$ cat config.mk
export PLATFORM = sky130hd
export DESIGN_NAME = ta_ldd_resp
export DESIGN_NICKNAME = d
export VERILOG_FILES = /design/src/rtl/ta_ldd_pkg.sv /design/src/rtl/ta_sync_ff.sv /design/src/rtl/ta_ldd_resp.sv
export SDC_FILE = /design/constraint.sdc
export NUM_CORES = 1
export LEC_CHECK = 0
export ABC_AREA = 1
export CAP_MARGIN = 10
export CORE_UTILIZATION = 51
export DETAILED_ROUTE_END_ITERATION = 12
export PLACE_DENSITY = 0.81
export SLEW_MARGIN = 20
export SYNTH_ARGS = -nofsm -noshare
export SYNTH_HDL_FRONTEND = slang
export SYNTH_HIERARCHICAL = 1
export SYNTH_SLANG_ARGS = --single-unit
$ cat constraint.sdc
create_clock -name clk250 -period 1.7 [get_ports clk250]
set_input_delay 0.425 -clock clk250 [delete_from_list [all_inputs] [get_ports clk250]]
set_output_delay 0.425 -clock clk250 [all_outputs]
set_load 0.01 [all_outputs]
$ cat src/rtl/ta_ldd_pkg.sv
// Shared types and default sizing for the laser-diode-driver handshake responder.
package ta_ldd_pkg;

  typedef enum logic [1:0] {
    StIdle,
    StFire,
    StHold,
    StAck
  } ldd_state_e;

  localparam int unsigned PwWDef     = 8;
  localparam int unsigned HoldWDef   = 16;
  localparam int unsigned CntWDef    = 16;
  localparam int unsigned WdogCycDef = 65535;

endpackage

$ cat src/rtl/ta_sync_ff.sv
// Reset-clearable two-flop single-bit synchronizer for the clk250 domain.
module ta_sync_ff (
  input  logic clk250,
  input  logic rst,
  input  logic d,
  output logic q
);

  logic meta_q;

  always_ff @(posedge clk250 or posedge rst) begin
    if (rst) begin
      meta_q <= 1'b0;
      q      <= 1'b0;
    end else begin
      meta_q <= d;
      q      <= meta_q;
    end
  end

endmodule

$ cat src/rtl/ta_ldd_resp.sv
// LDD-side responder of the ldd_trig/lddr_rdy four-phase handshake: fire, hold off, acknowledge.
// Optional handshake watchdog is built when TA_LDD_WDOG_EN is defined.
module ta_ldd_resp
  import ta_ldd_pkg::*;
#(
  parameter int unsigned PW_W     = PwWDef,
  parameter int unsigned HOLD_W   = HoldWDef,
  parameter int unsigned CNT_W    = CntWDef,
  parameter int unsigned WDOG_CYC = WdogCycDef
) (
  input  logic              clk250,
  input  logic              rst,
  input  logic              ldd_trig,
  output logic              lddr_rdy,
  input  logic [PW_W-1:0]   pulse_width,
  input  logic [HOLD_W-1:0] holdoff,
  output logic              ldd_pulse,
  output logic              ldd_busy,
  output logic [CNT_W-1:0]  shot_cnt,
  output logic              wdog_err
);

  localparam int unsigned TmrW = (PW_W > HOLD_W) ? PW_W : HOLD_W;

  if (WDOG_CYC < 1) begin : g_bad_wdog
    $error("WDOG_CYC must be at least 1");
  end

  logic             trig_s;
  ldd_state_e       state_q, state_d;
  logic [TmrW-1:0]  tmr_q, tmr_d;
  logic [HOLD_W-1:0] hold_q, hold_d;
  logic [CNT_W-1:0] shot_cnt_q, shot_cnt_d;
  logic             pulse_q, rdy_q, busy_q;
  logic             wdog_err_q;

  ta_sync_ff u_trig_sync (
    .clk250 (clk250),
    .rst    (rst),
    .d      (ldd_trig),
    .q      (trig_s)
  );

  // tmr counts down remaining cycles of the current phase; zero means last cycle.
  always_comb begin
    state_d    = state_q;
    tmr_d      = tmr_q;
    hold_d     = hold_q;
    shot_cnt_d = shot_cnt_q;
    unique case (state_q)
      StIdle: begin
        if (trig_s) begin
          state_d    = StFire;
          tmr_d      = (pulse_width == '0) ? '0 : TmrW'(pulse_width) - TmrW'(1);
          hold_d     = holdoff;
          shot_cnt_d = shot_cnt_q + CNT_W'(1);
        end
      end
      StFire: begin
        if (tmr_q != '0) begin
          tmr_d = tmr_q - TmrW'(1);
        end else if (hold_q == '0) begin
          state_d = StAck;
        end else begin
          state_d = StHold;
          tmr_d   = TmrW'(hold_q) - TmrW'(1);
        end
      end
      StHold: begin
        if (tmr_q != '0) begin
          tmr_d = tmr_q - TmrW'(1);
        end else begin
          state_d = StAck;
        end
      end
      StAck: begin
        // A tripped watchdog pins the FSM here until reset.
        if (!trig_s && !wdog_err_q) begin
          state_d = StIdle;
        end
      end
      default: state_d = StIdle;
    endcase
  end

  always_ff @(posedge clk250 or posedge rst) begin
    if (rst) begin
      state_q    <= StIdle;
      tmr_q      <= '0;
      hold_q     <= '0;
      shot_cnt_q <= '0;
      pulse_q    <= 1'b0;
      rdy_q      <= 1'b0;
      busy_q     <= 1'b0;
    end else begin
      state_q    <= state_d;
      tmr_q      <= tmr_d;
      hold_q     <= hold_d;
      shot_cnt_q <= shot_cnt_d;
      pulse_q    <= (state_d == StFire);
      rdy_q      <= (state_d == StAck);
      busy_q     <= (state_d != StIdle);
    end
  end

`ifdef TA_LDD_WDOG_EN
  localparam int unsigned WdogW = $clog2(WDOG_CYC + 1);

  logic [WdogW-1:0] wdog_cnt_q;

  always_ff @(posedge clk250 or posedge rst) begin
    if (rst) begin
      wdog_cnt_q <= '0;
      wdog_err_q <= 1'b0;
    end else if (state_q == StAck && trig_s && !wdog_err_q) begin
      if (wdog_cnt_q == WdogW'(WDOG_CYC - 1)) begin
        wdog_err_q <= 1'b1;
      end else begin
        wdog_cnt_q <= wdog_cnt_q + WdogW'(1);
      end
    end else begin
      wdog_cnt_q <= '0;
    end
  end
`else
  assign wdog_err_q = 1'b0;
`endif

  assign ldd_pulse = pulse_q;
  assign lddr_rdy  = rdy_q;
  assign ldd_busy  = busy_q;
  assign shot_cnt  = shot_cnt_q;
  assign wdog_err  = wdog_err_q;

endmodule

==> metrics.md <==
| Metric | Value |
|---|---|
| Result of the run | `complete, but fails checks` |
| Failing checks | `setup timing` |
| Post-synthesis cell area | `0.003705 mm^2` |
| Path length in cells of the critical path | `10` |
| CTS sink cnt | `55` |
| Clock buffer depth | `2` |
| Average instance area after synthesis | `7.030 um^2` |
| Via count of the first global-routing pass | `3460` |
| Combined buffer and inverter count along the critical path | `3` |
| Synth Instances | `527` |
| Fraction of final layout cells sized beyond drive strength 1 | `0.2551` |
| Proportion of total power due to net switching | `0.4906` |
| Area taken by flip-flops and latches | `0.001383 mm^2` |
| Worst reg-to-reg path cell count | `10` |
| Global placer's final weighted congestion | `0.9174` |
| Clock share of power | `0.102` |
| Destination of the critical timing path | `ldd_pulse$_DFF_PP0_` |
| Final-report max-slew violation count | `0` |
| Die footprint | `0.007609 mm^2` |
| Slowest stage cell on the critical path | `dfrtp_1` |
| Data required time of the worst path | `1950 ps` |
| Crit. End Element | `flop` |
| Final clock period utilization by the worst path | `1.071` |
| Post-route DRC | `0` |
| Total count of hold-check failures in the final report | `0` |
| Post-detail-place hpwl | `6678 um` |
| Share of the yosys chip area belonging to registers | `0.3715` |
| P_int | `4.072 mW` |
| Sequence of cells on the critical path | `buf_6, buf_4, ha_1, nand2_1, o21ai_2, a21oi_2, nand2_1, a21oi_2, inv_1, nor2_1` |
| I/O pins | `47` |
| Net Count, Synth | `565` |
| Launching element of the worst setup path | `state_q[0]$_DFF_PP0_` |
| Final antenna diode count | `0` |
| Number of clock buffers inserted by TritonCTS | `5` |
| Reg power frac | `0.279` |
| Max IR drop VDD | `0.9604 mV` |
| Number of antenna violations at the first check in global routing | `0` |
| Core Area | `0.006907 mm^2` |
| Family with the most delay on the worst path | `flip-flops` |
| Area grow syn2layout | `40.26%` |
| Worst path max stage delay | `440 ps` |
| TritonCTS clock tree | `done` |
| Wire length of the first global-routing pass | `15490 um` |
| Root cell of the clock tree | `clkbuf_8` |
| Std cell rows | `30` |
| # placed instances | `699` |
| Final count of negative-setup-slack endpoints | `8` |
| End of the worst register-to-register path | `ldd_pulse$_DFF_PP0_` |
| Per-cell via count in the routed design | `5.427` |
| Area share of the largest cell type after synthesis | `0.3715` |
| Floorplan die width | `87.23 um` |
| Clock-pin slew on the worst setup and hold paths | `130 ps` |
| Worst setup path category | `reg2reg` |
| Final critical-path required period | `1821 ps` |
| Total congestion overflow | `0` |
| Clock latency on the worst-skew pair | `330 ps` |
| Maximum operating frequency | `549.2 MHz` |
| Final ANT Viol Nets | `0` |
| DR vias | `3989` |
| Number of warnings reported in the yosys synthesis log | `6` |
| Area contributors post-synth | `dfrtp_1 37%, nand2_1 18%, inv_1 6.6%, xor2_1 6.4%, nor2_1 6.3%` |
| Comb pwr share | `0.618` |
| Unrepaired setup endpoints after global routing | `yes` |
| Maxcap violations | `0` |
| FF-to-FF Start | `state_q[0]$_DFF_PP0_` |
| Data arrival, critical path | `2070 ps` |
| Count of filler cells inserted in the layout | `475` |
| Total area of multi-input combinational cells | `0.002301 mm^2` |
| Starting density of the core | `0.5364` |
| Count of H-tree levels built during CTS | `2` |
| Category of the worst setup path launch point | `flop` |
| Post-layout nets | `676` |
| Global-route total usage across every layer | `0.2578` |
| NetSw | `3.922 mW` |
| Number of hold-repair buffers added at the cts stage | `0` |
| P per Cell Area | `1538 mW/mm^2` |
| Dominant cell type by area after synthesis | `dfrtp_1` |
| Largest net degree at the start of global routing | `54` |
| Type of the worst min-delay path | `in2async` |
| Initial DRC count | `275` |
| Die height | `87.23 um` |
| Post-synthesis cell type count | `32` |
| Drt pass-1 iters | `5` |
| Final design utilization | `0.7524` |
| Biggest fanout along the worst timing path | `3` |
| Post-layout instance count excluding filler cells | `735` |
| Total routed wirelength | `11560 um` |
| Count of buffers inserted at the top-level ports | `45` |
| Final setup skew | `24.08 ps` |
| Post-route setup slack | `-121.0 ps` |
| Static power due to leakage | `2.722 nW` |
| Slack of the worst reg-to-reg path | `-120 ps` |
| FF+latch count, synth | `55` |
| Final routed wire length divided by cell count | `15.72 um` |
==> cell usage after synthesis (all sizes together) <==
| cell type | n |
|---|---|
| nand2 | 180 |
| nor2 | 72 |
| inv | 67 |
| dfrtp | 55 |
| nand3 | 46 |
| o21ai | 28 |
| xor2 | 27 |
| ha | 11 |
| nor3 | 8 |
| a21oi | 7 |
| xnor2 | 7 |
| buf | 5 |
| nand4 | 5 |
| clkbuf | 3 |
| or2 | 2 |
| a21o | 1 |
| conb | 1 |
| nand3b | 1 |
| nor3b | 1 |
==> power groups by stage <==
stage          clock network (mW)  logic, mW  registers (mW)
3_3_place_gp                    0       3.71            2.16
5_1_grt                     0.877       5.33            2.26
2_1_floorplan                   0       2.50            2.13
6_report                    0.819       4.94            2.23
4_1_cts                     0.800       4.02            2.11
3_5_place_dp                    0       3.83            2.17
==> how the worst min path moves through the flow <==
stage | start | endpoint | slack, ps | cells past startpoint
2_1_floorplan | rst | u_trig_sync/meta_q$_DFF_PP0_ | 170 | 1
3_3_place_gp | u_trig_sync/meta_q$_DFF_PP0_ | u_trig_sync/q$_DFF_PP0_ | 340 | 0
3_5_place_dp | u_trig_sync/meta_q$_DFF_PP0_ | u_trig_sync/q$_DFF_PP0_ | 350 | 0
4_1_cts | rst | u_trig_sync/q$_DFF_PP0_ | 360 | 2
5_1_grt | rst | u_trig_sync/q$_DFF_PP0_ | 350 | 2
6_report | rst | u_trig_sync/q$_DFF_PP0_ | 350 | 2
==> per-stage QoR <==
stage	hold slack [ps]	power, mW	cell area [um^2]	TNS [ps]	worst slack (ps)
global route	353.6	8.473	5196	-2512	-215.2
CTS	355.8	6.934	4795	0	1.702
finish	347.8	7.994	5196	-306.8	-121.0
detailed placement	345.7	6.006	4582	-2500	-371.8
global placement	337.5	5.871	4582	-1783	-263.7
floorplan	166.2	4.631	3714	-2.132	-2.132
==> routing by layer <==
layer	track usage	up-vias	share of wire
met4	0.07004	0	0.033
met3	0.03697	45	0.062
met5	0	-	0
li1	-	1850	-
met1	0.3406	1884	0.40
met2	0.4431	210	0.51
==> kinds of logic (layout without fill, tap and decap cells) <==
kind of cell,after synthesis,count (layout),share of synthesized area
AO/OA/AOI/OAI,36,36,0.05235
XOR/XNOR,34,34,0.08038
adder cells (fa/ha/maj),11,11,0.03715
buffers and inverters,75,187,0.08342
flip-flops,55,55,0.3715
other,1,1,0.001012
AND/OR/NAND/NOR,315,315,0.3742
==> final cells by class <==
class                   count  area share
multi-input cells         397      0.4428
well taps                  96     0.02312
inverters                  67     0.04960
clock inverters             3    0.005297
clock buffers               5     0.01324
repair buffers            112      0.1999
flip-flops and latches     55      0.2661
==> worst reg2reg max path, cell delays in order (launching register included) <==
cell,delay [ps]
dfrtp_1,440
buf_6,150
buf_4,140
ha_1,180
nand2_1,90
o21ai_2,70
a21oi_2,120
nand2_1,90
a21oi_2,240
inv_1,100
nor2_1,120
==> registers in the layout, indices dropped and copies added, names as in the netlist <==
| register | cells |
|---|---|
| tmr_q | 16 |
| shot_cnt | 16 |
| lddr_rdy | 1 |
| u_trig_sync/meta_q | 1 |
| ldd_busy | 1 |
| hold_q | 16 |
| ldd_pulse | 1 |
| state_q | 2 |
| u_trig_sync/q | 1 |
==> timing repair <==
| action | 4_1_cts | 5_1_grt |
|---|---|---|
| pin swaps | 3 | 30 |
| hold endpoints to repair | 0 | 0 |
| endpoints found under the setup margin | 25 | 36 |
| buffers inserted | 13 | 16 |
| gates resized for setup | 8 | 91 |
| gates cloned | 0 | 0 |
==> cells in the final DEF, fill, tap and decap left out, types with 3 or more instances in the layout <==
master | netlist | layout
ha_2 | 0 | 3
nand2_2 | 3 | 16
nor3_4 | 0 | 3
o21ai_0 | 27 | 21
nand4_1 | 5 | 5
nand2_4 | 1 | 4
nand2_1 | 175 | 158
nand3_2 | 1 | 4
buf_4 | 1 | 60
ha_1 | 11 | 3
buf_12 | 0 | 5
o21ai_1 | 1 | 6
dlymetal6s2s_1 | 0 | 7
nor2_4 | 5 | 12
nor2_1 | 62 | 45
nand3_1 | 45 | 41
clkbuf_8 | 0 | 5
dfrtp_2 | 0 | 5
inv_2 | 2 | 8
inv_1 | 65 | 57
a21oi_1 | 6 | 4
dfrtp_1 | 55 | 50
nor2_2 | 5 | 15
xnor2_1 | 7 | 7
xor2_1 | 27 | 27
clkdlybuf4s50_1 | 0 | 36
ha_4 | 0 | 5
nor3_1 | 4 | 3
Note: power is estimated with default switching activity, not from simulation.
